===== src/rtl/seg7_pkg.sv =====
// seg7_pkg: shared segment patterns, A..G bit indices and decoder FSM encoding.
package seg7_pkg;

    localparam int SEG_A = 6;
    localparam int SEG_B = 5;
    localparam int SEG_C = 4;
    localparam int SEG_D = 3;
    localparam int SEG_E = 2;
    localparam int SEG_F = 1;
    localparam int SEG_G = 0;

    localparam logic [6:0] SEG_0     = 7'b1111110;
    localparam logic [6:0] SEG_1     = 7'b0110000;
    localparam logic [6:0] SEG_2     = 7'b1101101;
    localparam logic [6:0] SEG_3     = 7'b1111001;
    localparam logic [6:0] SEG_4     = 7'b0110011;
    localparam logic [6:0] SEG_5     = 7'b1011011;
    localparam logic [6:0] SEG_6     = 7'b1011111;
    localparam logic [6:0] SEG_7     = 7'b1110000;
    localparam logic [6:0] SEG_8     = 7'b1111111;
    localparam logic [6:0] SEG_9     = 7'b1111011;
    localparam logic [6:0] SEG_BLANK = 7'b0000000;

    typedef enum logic [1:0] {
        ST_EMPTY,
        ST_SETTLING,
        ST_STABLE,
        ST_ERROR
    } state_t;

endpackage


===== src/rtl/seg7_pattern_decode.sv =====
// seg7_pattern_decode: maps one lit-high A..G pattern to a BCD digit with legal/blank flags.
module seg7_pattern_decode
    import seg7_pkg::*;
(
    input  logic [6:0] pattern_i,
    output logic [3:0] digit_o,
    output logic       legal_o,
    output logic       blank_o
);

    assign blank_o = ~(pattern_i[SEG_A] | pattern_i[SEG_B] | pattern_i[SEG_C] | pattern_i[SEG_D] |
                       pattern_i[SEG_E] | pattern_i[SEG_F] | pattern_i[SEG_G]);

    always_comb begin
        digit_o = 4'd0;
        legal_o = 1'b1;
        case (pattern_i)
            SEG_0:   digit_o = 4'd0;
            SEG_1:   digit_o = 4'd1;
            SEG_2:   digit_o = 4'd2;
            SEG_3:   digit_o = 4'd3;
            SEG_4:   digit_o = 4'd4;
            SEG_5:   digit_o = 4'd5;
            SEG_6:   digit_o = 4'd6;
            SEG_7:   digit_o = 4'd7;
            SEG_8:   digit_o = 4'd8;
            SEG_9:   digit_o = 4'd9;
            default: legal_o = 1'b0;
        endcase
    end

endmodule


===== src/rtl/seg7_pair_decoder.sv =====
// seg7_pair_decoder: debounces and decodes a two-digit 7-segment display into BCD,
// binary value and step/jump change pulses.
module seg7_pair_decoder
    import seg7_pkg::*;
#(
    parameter int unsigned STABLE_CYCLES = 250000,
    parameter bit          ACTIVE_LOW    = 1'b1
) (
    input  logic       i_Clk,
    input  logic       i_Rst,
    input  logic [6:0] i_Seg_Tens,
    input  logic [6:0] i_Seg_Ones,
    output logic [3:0] o_Tens,
    output logic [3:0] o_Ones,
    output logic [6:0] o_Value,
    output logic       o_Valid,
    output logic       o_Error,
    output logic       o_Update,
    output logic       o_Step,
    output logic       o_Jump
);

    localparam int              CW        = STABLE_CYCLES > 1 ? $clog2(STABLE_CYCLES) : 1;
    localparam logic [CW-1:0]   CNT_MAX   = CW'(STABLE_CYCLES - 1);
    localparam logic [13:0]     OFF_LEVEL = {14{ACTIVE_LOW}};

    logic [13:0]   sync1_q, sync2_q, prev_q, lit;
    logic [CW-1:0] cnt_q, cnt_d;
    state_t        state_q, state_d;
    logic [3:0]    tens_q, tens_d, ones_q, ones_d, tens_dig, ones_dig;
    logic [6:0]    value_q, value_d, new_value, next_value;
    logic          valid_q, valid_d, error_q, error_d, have_q, have_d;
    logic          update_q, update_d, step_q, step_d, jump_q, jump_d;
    logic          tens_legal, tens_blank, ones_legal, ones_blank;
    logic          changed, accept, legal, is_step;

    // The decoders see the pattern being counted, so an acceptance that coincides
    // with the next input change still takes the pattern that earned it.
    assign lit = prev_q ^ OFF_LEVEL;

    seg7_pattern_decode u_tens (
        .pattern_i (lit[13:7]),
        .digit_o   (tens_dig),
        .legal_o   (tens_legal),
        .blank_o   (tens_blank)
    );

    seg7_pattern_decode u_ones (
        .pattern_i (lit[6:0]),
        .digit_o   (ones_dig),
        .legal_o   (ones_legal),
        .blank_o   (ones_blank)
    );

    assign changed    = sync2_q != prev_q;
    assign accept     = state_q == ST_SETTLING && cnt_q == CNT_MAX;
    assign legal      = (tens_legal | tens_blank) & ones_legal & ~ones_blank;
    assign new_value  = {3'b000, tens_dig} * 7'd10 + {3'b000, ones_dig};
    assign next_value = value_q == 7'd99 ? 7'd0 : value_q + 7'd1;
    assign is_step    = have_q && new_value == next_value;

    always_comb begin
        cnt_d    = changed ? '0 : (cnt_q == CNT_MAX ? cnt_q : cnt_q + 1'b1);
        state_d  = changed ? ST_SETTLING : accept ? (legal ? ST_STABLE : ST_ERROR) : state_q;
        tens_d   = tens_q;
        ones_d   = ones_q;
        value_d  = value_q;
        valid_d  = valid_q;
        error_d  = error_q;
        have_d   = have_q;
        update_d = 1'b0;
        step_d   = 1'b0;
        jump_d   = 1'b0;
        if (accept) begin
            valid_d = legal;
            error_d = ~legal;
            if (legal && !(have_q && new_value == value_q)) begin
                update_d = 1'b1;
                step_d   = is_step;
                jump_d   = have_q & ~is_step;
                tens_d   = tens_dig;
                ones_d   = ones_dig;
                value_d  = new_value;
                have_d   = 1'b1;
            end
        end
    end

    always_ff @(posedge i_Clk or posedge i_Rst) begin
        if (i_Rst) begin
            sync1_q  <= OFF_LEVEL;
            sync2_q  <= OFF_LEVEL;
            prev_q   <= OFF_LEVEL;
            cnt_q    <= '0;
            state_q  <= ST_EMPTY;
            tens_q   <= 4'd0;
            ones_q   <= 4'd0;
            value_q  <= 7'd0;
            valid_q  <= 1'b0;
            error_q  <= 1'b0;
            have_q   <= 1'b0;
            update_q <= 1'b0;
            step_q   <= 1'b0;
            jump_q   <= 1'b0;
        end else begin
            sync1_q  <= {i_Seg_Tens, i_Seg_Ones};
            sync2_q  <= sync1_q;
            prev_q   <= sync2_q;
            cnt_q    <= cnt_d;
            state_q  <= state_d;
            tens_q   <= tens_d;
            ones_q   <= ones_d;
            value_q  <= value_d;
            valid_q  <= valid_d;
            error_q  <= error_d;
            have_q   <= have_d;
            update_q <= update_d;
            step_q   <= step_d;
            jump_q   <= jump_d;
        end
    end

    assign o_Tens   = tens_q;
    assign o_Ones   = ones_q;
    assign o_Value  = value_q;
    assign o_Valid  = valid_q;
    assign o_Error  = error_q;
    assign o_Update = update_q;
    assign o_Step   = step_q;
    assign o_Jump   = jump_q;

endmodule


===== config.mk =====
export PLATFORM = sky130hd
export DESIGN_NAME = seg7_pair_decoder
export DESIGN_NICKNAME = d
export VERILOG_FILES = /design/src/rtl/seg7_pkg.sv /design/src/rtl/seg7_pattern_decode.sv /design/src/rtl/seg7_pair_decoder.sv
export SDC_FILE = /design/constraint.sdc
export NUM_CORES = 1
export LEC_CHECK = 0
export CORE_ASPECT_RATIO = 0.75
export CORE_MARGIN = 2
export CORE_UTILIZATION = 40
export DETAILED_ROUTE_END_ITERATION = 8
export HOLD_SLACK_MARGIN = 0.1
export PLACE_DENSITY = 0.6
export SLEW_MARGIN = 20
export SYNTH_ARGS = -nofsm -noshare
export SYNTH_HDL_FRONTEND = slang
export SYNTH_SLANG_ARGS = --single-unit

===== constraint.sdc =====
create_clock -name i_Clk -period 5.8 [get_ports i_Clk]
set_clock_uncertainty 0.15 [all_clocks]
set_input_delay 0.87 -clock i_Clk [delete_from_list [all_inputs] [get_ports i_Clk]]
set_output_delay 0.87 -clock i_Clk [all_outputs]
set_load 0.005 [all_outputs]

==> metrics.md <==
| Metric | Value |
|---|---|
| Post-CTS sizing | 0 |
| Crit path capture type | flip-flop |
| Die area | 11040 sq um |
| Hold_ws | 0.2053 ns |
| Syn. warnings | 0 |
| CTS Hold Buffers Added | 0 |
| Layout cells sized above 1 | 0.2251 |
| Synth Cell Area | 4083 sq um |
| FF+latch count, synth | 82 |
| Port Buffers | 35 |
| Post-CTS Setup Bufs | 0 |
| Syn Inst Count | 349 |
| Vias per std cell | slightly above 5 |
| Max Buffers Root-to-Sink | 2 |
| Commonest cells after routing, fill and taps aside | 42 x dfstp_2, 40 x dfrtp_1, 35 x clkdlybuf4s50_1, 31 x nor2_1, 25 x xor2_1 |
| Fill cells | 897 |
| I/O pins | 36 |
| Final Hold Vio Count | 0 |
| # DRC | 0 |
| Pin count of the biggest net entering global routing | 69 |
| Critical-path cell list | nor2b_1 -> and3_1 -> a21oi_1 -> o31ai_1 -> ha_1 -> ha_1 -> inv_1 -> fa_1 -> a32oi_1 -> xor3_1 -> a211o_1 -> a2111oi_0 -> and3_1 |
| Most used DFF post-synth | dfstp_2 |
| CP top delay family | compound AO/OA/AOI/OAI gates |
| Die Y | ~90 um |
| Initial antenna violation count | 0 |
| Slew @ Worst Pin | 0.8222 ns |
| Clk Latency, worst-skew pair | 0.34 ns |
| Post-layout min period | 4.862 ns |
| Mapped Avg Cell Area | 11.70 sq um |
| Setup TNS | 0 ns |
| Fin crit share | 0.8383 |
| H-Tree Depth | 3 |
| Starting density of the core | 0.4177 |
| FMAX | 205.7 MHz |
| Final nets | approximately 400 |
| Drt total wl | ~7.6 mm |
| Crit-path max cell delay | approximately 0.63 ns |
| CTS tree | yes |
| Status | finished clean |
| Worst slew margin | 0.4519 |
| Syn Nets | 375 |
| Slowest CP cell | dfstp_2 |
| Register area share after synthesis | 0.5155 |
| Row cnt | 31 |
| CTS Buf Count | 9 |
| Async set or reset register ratio after synthesis | 1.000 |
| Peak supply drop | 0.0001861 V |
| Via count | 2632 |
| Worst-path clk slew | ~0.060 ns |
| Max cap viols | 0 |
| Register Area | around 2100 sq um |
| Total track usage | 0.1521 |
| First-iteration detailed-routing DRC count | between 100 and 150 |
| Slew Viols, Final | 0 |
| Area of the multi-input gates | 1843 sq um |
| CP required | just under 6 ns |
| Max FO, Critical Path | 8 |
| Worst Path Arrival | 4.99 ns |
| Placeable Area | approximately 9800 sq um |
| # setup viols final | 0 |
| Crit path kind | flip-flop to flip-flop |
| Crit path launch type | flip-flop |
| Worst min path class | flip-flop to flip-flop |
| HPWL Detailed | ~5.4 mm |
| Antenna diodes | 0 |
| Routed length per instance | 14.84 um |
| Routed Antenna Nets | 0 |
| Leak pwr | 1.960 nW |
| Vias in the first global route | 2608 |
| Root buffer cell | clkbuf_16 |
| GP Congestion | 0.8699 |
| RSZ-0062 raised after global routing | no |
| Critical path buffers and inverters | 1 |
| CTS Sinks | 82 |
| Die X | about 120 um |
| EDFF count, synth | 0 |
| Layout Area Growth over Synthesis | 18.11% |
| First-pass GRT wire length | between 10 and 15 mm |
| PwrDens | 257.7 nW/um^2 |
| Grt ovf | 0 |
| Drt first pass iters | 4 |
| Leading cell type in the layout, fill and taps excluded | dfstp_2 |
| Post-synth cell types | 59 |
-- per-layer routing --
layer  global-route usage  part of all wire
met1               0.2161              0.51
met2               0.2199              0.43
met3              0.04837             0.044
met4              0.04845             0.012
met5                    0                 0
-- through the flow --
stage	setup WS, ns	instances	util	power [mW]	area [sq um]
after floorplan	1.347	349	-	0.6604	4083
after global placement	1.160	498	0.4617	0.6803	4513
after detailed placement	0.9750	498	0.4617	0.6821	4513
after CTS	0.9530	514	0.4933	1.261	4822
after global routing	0.6548	514	0.4933	1.302	4822
final	0.9381	514	0.4933	1.242	4822
-- flip-flops by register name, indices dropped and copies added (netlist names), 2 cells and up --
register and flops:
o_Tens 4, prev_q 14, state_q 2, sync2_q 14
o_Ones 4, sync1_q 14, o_Value 6, cnt_q 18
-- Yosys cell counts, types with 4 or more instances --
master | instances | area share
nor4_1 | 6 | 0.0092
a21oi_1 | 8 | 0.0098
clkbuf_1 | 13 | 0.012
ha_1 | 8 | 0.025
nor3b_1 | 4 | 0.0074
nand3_1 | 13 | 0.016
xnor2_1 | 23 | 0.049
nand4_1 | 7 | 0.011
dfrtp_1 | 40 | 0.25
nor2b_1 | 4 | 0.0061
o21ai_0 | 6 | 0.0074
nand2_1 | 17 | 0.016
and3_1 | 6 | 0.0092
inv_1 | 9 | 0.0083
mux2_4 | 10 | 0.037
xor2_1 | 25 | 0.054
nor2_1 | 31 | 0.029
dfstp_2 | 42 | 0.27
nor3_1 | 10 | 0.012
mux2_2 | 4 | 0.011
-- worst paths after layout --
path / to / slack (ns) / cells past startpoint / from
setup / recovery: o_Step$_DFF_PP0_ / 0.94 / 13 / prev_q[8]$_DFF_PP1_
hold / removal: sync2_q[9]$_DFF_PP1_ / 0.21 / 0 / sync1_q[9]$_DFF_PP1_
setup reg to reg: o_Step$_DFF_PP0_ / 0.94 / 13 / prev_q[8]$_DFF_PP1_
hold reg to reg: sync2_q[9]$_DFF_PP1_ / 0.21 / 0 / sync1_q[9]$_DFF_PP1_
max in group asynchronous: o_Tens[0]$_DFFE_PP0P_ / 3.79 / 3 / i_Rst
min in group asynchronous: cnt_q[14]$_DFFE_PP0P_ / 0.62 / 2 / i_Rst
-- power breakdown --
part,leakage [nW],internal [mW],switching [mW]
registers,0.996,0.600,0.0188
clock network,0.154,0.341,0.229
logic,0.810,0.0262,0.0273
-- cells by family after synthesis --
logic type | count (synthesis) | share of synthesized area
and+or+nand+nor | 126 | 0.1811
DFF | 82 | 0.5155
xor gates and xnor gates | 51 | 0.1204
AOI/OAI and AO/OA | 35 | 0.06283
buffers and inverters | 29 | 0.03310
muxes | 16 | 0.05271
adders and majority gates | 10 | 0.03433
-- layout make-up --
type	instances	share of cell area
repair buffers	37	0.07577
flip-flops and latches	82	0.4364
clock inverters	4	0.006487
well taps	132	0.03425
multi-input cells	238	0.3822
inverters	9	0.007265
clock buffers	12	0.05760
-- worst register-to-register path: cells and delay by family, from the launching register on --
kind | cells | cell delay (ns)
AO/OA/AOI/OAI | 5 | 1.87
adder cells (fa/ha/maj) | 3 | 0.96
AND/OR/NAND/NOR | 3 | 0.69
flip-flops | 1 | 0.63
XOR/XNOR | 1 | 0.41
buffers and inverters | 1 | 0.06
Power figures use the tool's default switching activity.
